[config.mk]
export PLATFORM = sky130hd
export DESIGN_NAME = ecc_err_log
export DESIGN_NICKNAME = d
export VERILOG_FILES = /design/src/rtl/ecc_err_log.sv
export SDC_FILE = /design/constraint.sdc
export NUM_CORES = 1
export LEC_CHECK = 0
export CORE_ASPECT_RATIO = 0.7
export CORE_UTILIZATION = 69
export DETAILED_ROUTE_END_ITERATION = 8
export DONT_BUFFER_PORTS = 1
export GPL_TIMING_DRIVEN = 0
export HOLD_SLACK_MARGIN = 0.08
export MAX_ROUTING_LAYER = met4
export PLACE_DENSITY_LB_ADDON = 0.25
export SYNTH_ARGS = -nofsm -noshare
export SYNTH_HDL_FRONTEND = slang
export SYNTH_SLANG_ARGS = --single-unit
[constraint.sdc]
create_clock -name clk_i -period 7 [get_ports clk_i]
set_input_delay 1.4 -clock clk_i [delete_from_list [all_inputs] [get_ports clk_i]]
set_output_delay 1.4 -clock clk_i [all_outputs]
set_load 0.01 [all_outputs]
[src/rtl/ecc_err_log.sv]
// ECC error logger: saturating counters, first-error capture, rate-limited irq.
// Define ECC_ERR_LOG_WB_EN to build the one-entry write-back request buffer.
module ecc_err_log #(
    parameter int AW      = 16,
    parameter int SW      = 5,
    parameter int CW      = 16,
    parameter int HOLDOFF = 8
) (
    input  logic          clk_i,
    input  logic          rst_ni,
    input  logic          chk_vld_i,
    input  logic [AW-1:0] chk_addr_i,
    input  logic [SW-1:0] syndrome_i,
    input  logic          sb_err_i,
    input  logic          db_err_i,
    input  logic          sb_fix_i,
    input  logic          clr_i,
    input  logic [CW-1:0] sb_thresh_i,
    input  logic          irq_ack_i,
    output logic [CW-1:0] sb_cnt_o,
    output logic [CW-1:0] db_cnt_o,
    output logic          sb_cap_vld_o,
    output logic          db_cap_vld_o,
    output logic [AW-1:0] sb_cap_addr_o,
    output logic [AW-1:0] db_cap_addr_o,
    output logic [SW-1:0] sb_cap_syn_o,
    output logic [SW-1:0] db_cap_syn_o,
    output logic          irq_o,
    output logic          wb_req_o,
    output logic [AW-1:0] wb_addr_o,
    input  logic          wb_ack_i,
    output logic          wb_drop_o
);

    // state   | meaning
    // IDLE    | irq low, free to assert on a cause or pending bit
    // ASSERT  | irq high, waiting for acknowledge
    // HOLD    | irq low, hold-off timer running; causes only set pending
    typedef enum logic [1:0] {ST_IDLE, ST_ASSERT, ST_HOLD} irq_state_e;

    irq_state_e  state_q;
    logic [15:0] hold_cnt_q;
    logic        pend_q;
    logic        sb_ev, db_ev, sb_hit, cause;

    // clr_i discards a coincident event completely
    assign db_ev  = chk_vld_i & db_err_i & ~clr_i;
    assign sb_ev  = chk_vld_i & sb_err_i & ~db_err_i & ~clr_i;
    assign sb_hit = sb_ev & ~(&sb_cnt_o) & (sb_thresh_i != '0)
                  & ((sb_cnt_o + CW'(1)) == sb_thresh_i);
    assign cause  = db_ev | sb_hit;

    always_ff @(posedge clk_i or negedge rst_ni) begin
        if (!rst_ni) begin
            sb_cnt_o      <= '0;
            db_cnt_o      <= '0;
            sb_cap_vld_o  <= 1'b0;
            db_cap_vld_o  <= 1'b0;
            sb_cap_addr_o <= '0;
            db_cap_addr_o <= '0;
            sb_cap_syn_o  <= '0;
            db_cap_syn_o  <= '0;
        end else if (clr_i) begin
            sb_cnt_o      <= '0;
            db_cnt_o      <= '0;
            sb_cap_vld_o  <= 1'b0;
            db_cap_vld_o  <= 1'b0;
            sb_cap_addr_o <= '0;
            db_cap_addr_o <= '0;
            sb_cap_syn_o  <= '0;
            db_cap_syn_o  <= '0;
        end else begin
            if (sb_ev) begin
                if (!(&sb_cnt_o)) sb_cnt_o <= sb_cnt_o + CW'(1);
                if (!sb_cap_vld_o) begin
                    sb_cap_vld_o  <= 1'b1;
                    sb_cap_addr_o <= chk_addr_i;
                    sb_cap_syn_o  <= syndrome_i;
                end
            end
            if (db_ev) begin
                if (!(&db_cnt_o)) db_cnt_o <= db_cnt_o + CW'(1);
                if (!db_cap_vld_o) begin
                    db_cap_vld_o  <= 1'b1;
                    db_cap_addr_o <= chk_addr_i;
                    db_cap_syn_o  <= syndrome_i;
                end
            end
        end
    end

    always_ff @(posedge clk_i or negedge rst_ni) begin
        if (!rst_ni) begin
            state_q    <= ST_IDLE;
            hold_cnt_q <= '0;
            pend_q     <= 1'b0;
            irq_o      <= 1'b0;
        end else begin
            case (state_q)
                ST_IDLE: begin
                    if (cause || pend_q) begin
                        state_q <= ST_ASSERT;
                        irq_o   <= 1'b1;
                        pend_q  <= 1'b0;
                    end
                end
                ST_ASSERT: begin
                    if (cause) pend_q <= 1'b1;
                    if (irq_ack_i) begin
                        irq_o <= 1'b0;
                        if (HOLDOFF == 0) begin
                            state_q <= ST_IDLE;
                        end else begin
                            state_q    <= ST_HOLD;
                            hold_cnt_q <= 16'(HOLDOFF);
                        end
                    end
                end
                ST_HOLD: begin
                    if (cause) pend_q <= 1'b1;
                    hold_cnt_q <= hold_cnt_q - 16'd1;
                    if (hold_cnt_q == 16'd1) state_q <= ST_IDLE;
                end
                default: state_q <= ST_IDLE;
            endcase
        end
    end

`ifdef ECC_ERR_LOG_WB_EN
    logic wb_load;
    // only information-bit corrections are worth rewriting
    assign wb_load = sb_ev & sb_fix_i;

    always_ff @(posedge clk_i or negedge rst_ni) begin
        if (!rst_ni) begin
            wb_req_o  <= 1'b0;
            wb_addr_o <= '0;
            wb_drop_o <= 1'b0;
        end else begin
            if (wb_load) begin
                if (!wb_req_o || wb_ack_i) begin
                    wb_req_o  <= 1'b1;
                    wb_addr_o <= chk_addr_i;
                end else begin
                    wb_drop_o <= 1'b1;
                end
            end else if (wb_ack_i) begin
                wb_req_o <= 1'b0;
            end
            if (clr_i) wb_drop_o <= 1'b0;
        end
    end
`else
    logic unused_wb;
    assign unused_wb = wb_ack_i ^ sb_fix_i;
    assign wb_req_o  = 1'b0;
    assign wb_addr_o = '0;
    assign wb_drop_o = 1'b0;
`endif

endmodule

== Word level (Yosys, flattened, before mapping) ==
Cells that the tools add are included.
Word-level totals
  flip-flop bits (word level): 96
  input bits: 46
  output and inout bits: 95
  logic and storage cells: 92
Cells by class
  add/subtract/negate cells: 3
  eq/ne operators: 12
  mux-type cells: 34
  bitwise gates (word level): 12
  reductions and logical operators: 19
Operators with widths (number)
  two-way mux 16 bit: 13
  adder 16 x 1 -> 16 bit (second input constant): 2
  case mux 16 bit (2 select lines): 1
  AND reduction 16 bit: 2
  two-way mux 5 bit: 6
  == test 16 x 1 -> 1 bit (second input constant): 1
  == test 16 bit: 1
  nonzero test 16 bit: 1
  subtractor 16 x 1 -> 16 bit (second input constant): 1
  inequality test 2 bit (second input constant): 7
  AND reduction 2 bit: 5
  nonzero test 2 bit: 5
  AND reduction 3 bit: 3
  AND 1 bit: 8
  two-way mux 1 bit: 8
  two-way mux 2 bit: 3
  case mux 2 bit (3 select lines): 1
  case mux 1 bit (2 select lines): 2
  NOT 1 bit: 3
  == test 2 x 1 -> 1 bit (second input constant): 1
  == test 2 bit (second input constant): 1
  zero test 2 bit: 1
  inequality test 2 x 1 -> 1 bit (second input constant): 1
  OR reduction 2 bit: 1
  other kinds (2): 2

== Longest topological paths before layout ==
  depth after elaboration: 10
  mapped depth: 10
  mapped depth without buffers: 9

== Worst setup path after synthesis ==
Ideal clock, no wire load.
  path kind: input to register
  start: input sb_thresh_i[13]
  end: register state_q[1]
  setup time: 0.128 ns
  arrival time: 2.943 ns
  required time: 6.872 ns
  path slack: 3.930 ns
  stages: 7
  path buffers: 0
  path through: xnor2_1 > and4_1 > or4_4 > a22oi_2 > nand4_2 > a31oi_1 > mux2_1
Between the ends
  longest elaborated chain between the ends: 7
  elaborated cells between the ends (all ways): 8
  those cells by class: 2 x eq/ne; 3 x bitwise; 3 x reduce/logical
Ends and longest elaborated chain
  start: declaration: RTL line 18  | input logic [CW-1:0] sb_thresh_i,
  nonzero test 16 bit: RTL line 49  | assign sb_hit = sb_ev & ~(&sb_cnt_o) & (sb_thresh_i != '0)
  AND 1 bit: RTL line 49
  AND 1 bit (*): RTL line 50  | & ((sb_cnt_o + CW'(1)) == sb_thresh_i);
  OR 1 bit (*): RTL line 51  | assign cause = db_ev | sb_hit;
  logical OR 1 bit (*): RTL line 101  | if (cause || pend_q) begin
  inequality test 2 bit (no source line) (*)
  AND reduction 3 bit (no source line) (*)
  end signal: assignment: RTL line 102  | state_q <= ST_ASSERT;
  end signal: assignment: RTL line 112  | state_q <= ST_IDLE;
  end signal: assignment: RTL line 114  | state_q <= ST_HOLD;
  end: declaration: RTL line 41  | irq_state_e state_q;
Mark *: on every way between the ends. The rest lies on a longest branch, timed or not.
A chain may end at the register's enable or synchronous reset.

== Worst setup path after layout ==
  start: input db_err_i
  end: register state_q[1]
Between the ends
  longest elaborated chain between the ends: 10
  elaborated cells between the ends (all ways): 12
  those cells by class: 1 x eq/ne; 9 x bitwise; 2 x reduce/logical
Ends and longest elaborated chain
  start: declaration: RTL line 15  | input logic db_err_i,
  NOT 1 bit: RTL line 48  | assign sb_ev = chk_vld_i & sb_err_i & ~db_err_i & ~clr_i;
  AND 1 bit (2 in a row): RTL line 48
  AND 1 bit (2 in a row): RTL line 49
  AND 1 bit: RTL line 50
  OR 1 bit (*): RTL line 51
  logical OR 1 bit (*): RTL line 101
  inequality test 2 bit (no source line) (*)
  AND reduction 3 bit (no source line) (*)
Marks and branches as above.

==> results_dict.tcl <==
set metrics [dict create \
    outcome "complete, no violations" \
    yosys.area_share.xor_xnor_pct 8.259 \
    synth_flop_cell "dfrtp_1" \
    slew_headroom_pct 59.03 \
    tns_ns 0 \
    synth_adder_area_share_pct 1.686 \
    ioPinCount 141 \
    worstSetupStartpointType "input port" \
    synth.distinct_cells 59 \
    drc 0 \
    clock-sinks 96 \
    yosys.area.top_type "dfrtp_1" \
    use_met2_pct 49.02 \
    grt_pass1_wl_um 18840 \
    skew_ns 0.009087 \
    grt_antenna_before_repair 0 \
    synth.area.mux_share_pct 0.7946 \
    hold_buffers 0 \
    synth_edf_count 0 \
    drt_iter0_markers 309 \
    via_per_inst 6.041 \
    cp_max_fo 5 \
    tightestPinTransition_ns 0.6123 \
    crit_path_end_kind "register" \
    yosysWarningCount 0 \
    ff2ff_setup_slack_ns 4.11 \
    start_util_pct 71.31 \
    wirelength_um 11810 \
    timing.fmax_mhz 335.8 \
    dp_hpwl_um 8692 \
    drive_above_1_share_pct 8.660 \
    clk_pin_slew_ns 0.09 \
    grt_pass1_vias 3871 \
    hp-class "reg -> reg" \
    gp_congestion 0.9223 \
    cp-endpoint "state_q[1]$_DFFE_PN0P_" \
    reg2reg_depth 9 \
    clk_path_buf_depth 2 \
    num_vias 4289 \
    rsz0062_at_grt "no" \
    syn_to_final_growth_pct 7.898 \
    netlist_instances 580 \
    yosysSeqAreaShare_pct 46.23 \
    layout_common_cells "dfrtp_1 (96), nand2_1 (92), nor2_1 (59), o21ai_0 (36), a21oi_1 (36)" \
    final_nets 661 \
    die_w_um 105.7 \
    r2r-end "state_q[1]$_DFFE_PN0P_" \
    cp.arrival_ns 3.22 \
    port_buffers 0 \
    hold_depth 1 \
    clkLatencyLatePin_ns 0.36 \
    max-cap-violations 0 \
    cp-startpoint "db_err_i" \
    ant_nets 0 \
    hold_violations 0 \
    wl_per_cell_um 16.64 \
    syn_area_um2 5196 \
    gr-usage-met3_pct 9.641 \
    cts_root_buffer "clkbuf_8" \
    synth-compound-area-share_pct 12.21 \
    worst-setup-path-type "in -> reg" \
    grt_usage_pct 32.16 \
    cts.repair.resized 0 \
    htree_levels 3 \
    synthTopCellsByArea "dfrtp_1 (46%), nand2_1 (6.6%), xnor2_1 (5.1%)" \
    power_mw 1.346 \
    final_core_util_pct 76.94 \
    ys_ff_latch 96 \
    antenna_cells 0 \
    worstPathRequired_ns 7.25 \
    die_area_um2 7887 \
    pwr_density_cell_nw_per_um2 240.0 \
    coreArea_um2 7287 \
    use_met1_pct 42.13 \
    grt-busiest-layer "met2" \
    fin_crit_sh_pct 42.54 \
    num_rows 26 \
    post-route-min-period_ns 2.978 \
    grt_start_max_net_pins 97 \
    synth_top_family_by_area "simple AND/OR/NAND/NOR gates" \
    synth_simple_gate_area_share_pct 24.68 \
    drt_pass1_iterations 5 \
    slew_viol_final 0 \
    post_cts_buffers 0 \
    cts_buffers 9 \
    final_common_cell "dfrtp_1" \
    async_flop_share_pct 100.0 \
    p_leak_nw 2.443 \
    setup_viol 0 \
    reg2reg_from "sb_cnt_o[0]$_DFFE_PN0P_" \
    cts_tree "yes" \
    grt_overflow_total 0 \
    die_h_um 74.61 \
    ir_worst_vdd_uv 239.6 \
    synth_top_cell_area_share_pct 46.23 \
    synth.avg_cell_area_um2 8.959 \
]
-- cell type report --
class,count,area (um2)
Buffer,45,259.0
Clock buffer,10,137.6
Clock inverter,5,86.33
Fill cell,529,1680
Inverter,15,56.30
Multi-Input combinational cell,441,2542
Sequential cell,96,2402
Tap cell,98,122.6
-- kinds of logic (layout without fill, tap and decap cells) --
logic type	Yosys count	after routing
other cells	1	18
xor+xnor	49	49
fa+ha+maj	7	7
buf+inv	60	75
simple gates	260	260
compound gates	103	103
mux	4	4
flops	96	96
-- registers in the layout (all words and copies together) (netlist names), 2 cells and up --
signal         count
sb_cnt_o          16
sb_cap_addr_o     16
hold_cnt_q        16
db_cap_addr_o     16
db_cap_syn_o       5
sb_cap_syn_o       5
state_q            2
db_cnt_o          16
-- cell usage after synthesis, drive strengths merged (2+ instances only) --
library cell,number
buf,28
a21boi,2
a21oi,36
or4,3
and4,3
nor3,15
clkbuf,17
inv,15
nand2,93
a21o,2
and3b,2
a31oi,6
o21ai,37
nand4,13
dfrtp,96
xor2,19
nand3,14
a2111oi,2
nor2,59
nor2b,4
nor4,12
a211oi,3
ha,7
nand2b,23
a311o,2
a22o,2
or3,9
and3,3
mux2i,3
and2,3
xnor2,30
-- how the worst min path moves through the flow --
stage / from / to / slack [ns]
4_1_cts: state_q[1]$_DFFE_PN0P_ / state_q[1]$_DFFE_PN0P_ / 0.54
6_report: state_q[1]$_DFFE_PN0P_ / state_q[1]$_DFFE_PN0P_ / 0.54
3_3_place_gp: pend_q$_DFFE_PN0P_ / pend_q$_DFFE_PN0P_ / 0.50
2_1_floorplan: pend_q$_DFFE_PN0P_ / pend_q$_DFFE_PN0P_ / 0.48
5_1_grt: pend_q$_DFFE_PN0P_ / pend_q$_DFFE_PN0P_ / 0.57
3_5_place_dp: state_q[1]$_DFFE_PN0P_ / state_q[1]$_DFFE_PN0P_ / 0.52
-- per-layer routing --
metal | vias up | part of all wire (%)
met5 | - | 0
met4 | 0 | 1.2
met3 | 21 | 9.6
met2 | 190 | 47
met1 | 2075 | 43
li1 | 2003 | -
-- worst max-delay path: stages --
cell	delay, ns
nand3b_1	0.28
nor4_1	0.30
o21ai_0	0.19
a2111oi_2	0.28
nand4_2	0.22
a31oi_1	0.23
mux2_1	0.34
-- report_power, final --
| part | leakage (nW) | switching (mW) | total [mW] | internal (mW) |
|---|---|---|---|---|
| logic | 1.03 | 0.149 | 0.263 | 0.114 |
| registers | 1.29 | 0.0617 | 0.674 | 0.612 |
| clock network | 0.114 | 0.196 | 0.409 | 0.213 |
| total | 2.44 | 0.407 | 1.35 | 0.939 |
-- stage by stage --
step | setup slack (ns) | hold slack (ns) | instances | instance area, um2
6_report | 4.022 | 0.5417 | 710 | 5607
5_1_grt | 3.906 | 0.5682 | 710 | 5607
4_1_cts | 4.079 | 0.5412 | 710 | 5607
3_5_place_dp | 3.684 | 0.5209 | 695 | 5383
3_3_place_gp | 3.697 | 0.5017 | 695 | 5383
2_1_floorplan | 3.930 | 0.4825 | 597 | 5260
(Power assumes the default switching activity.)
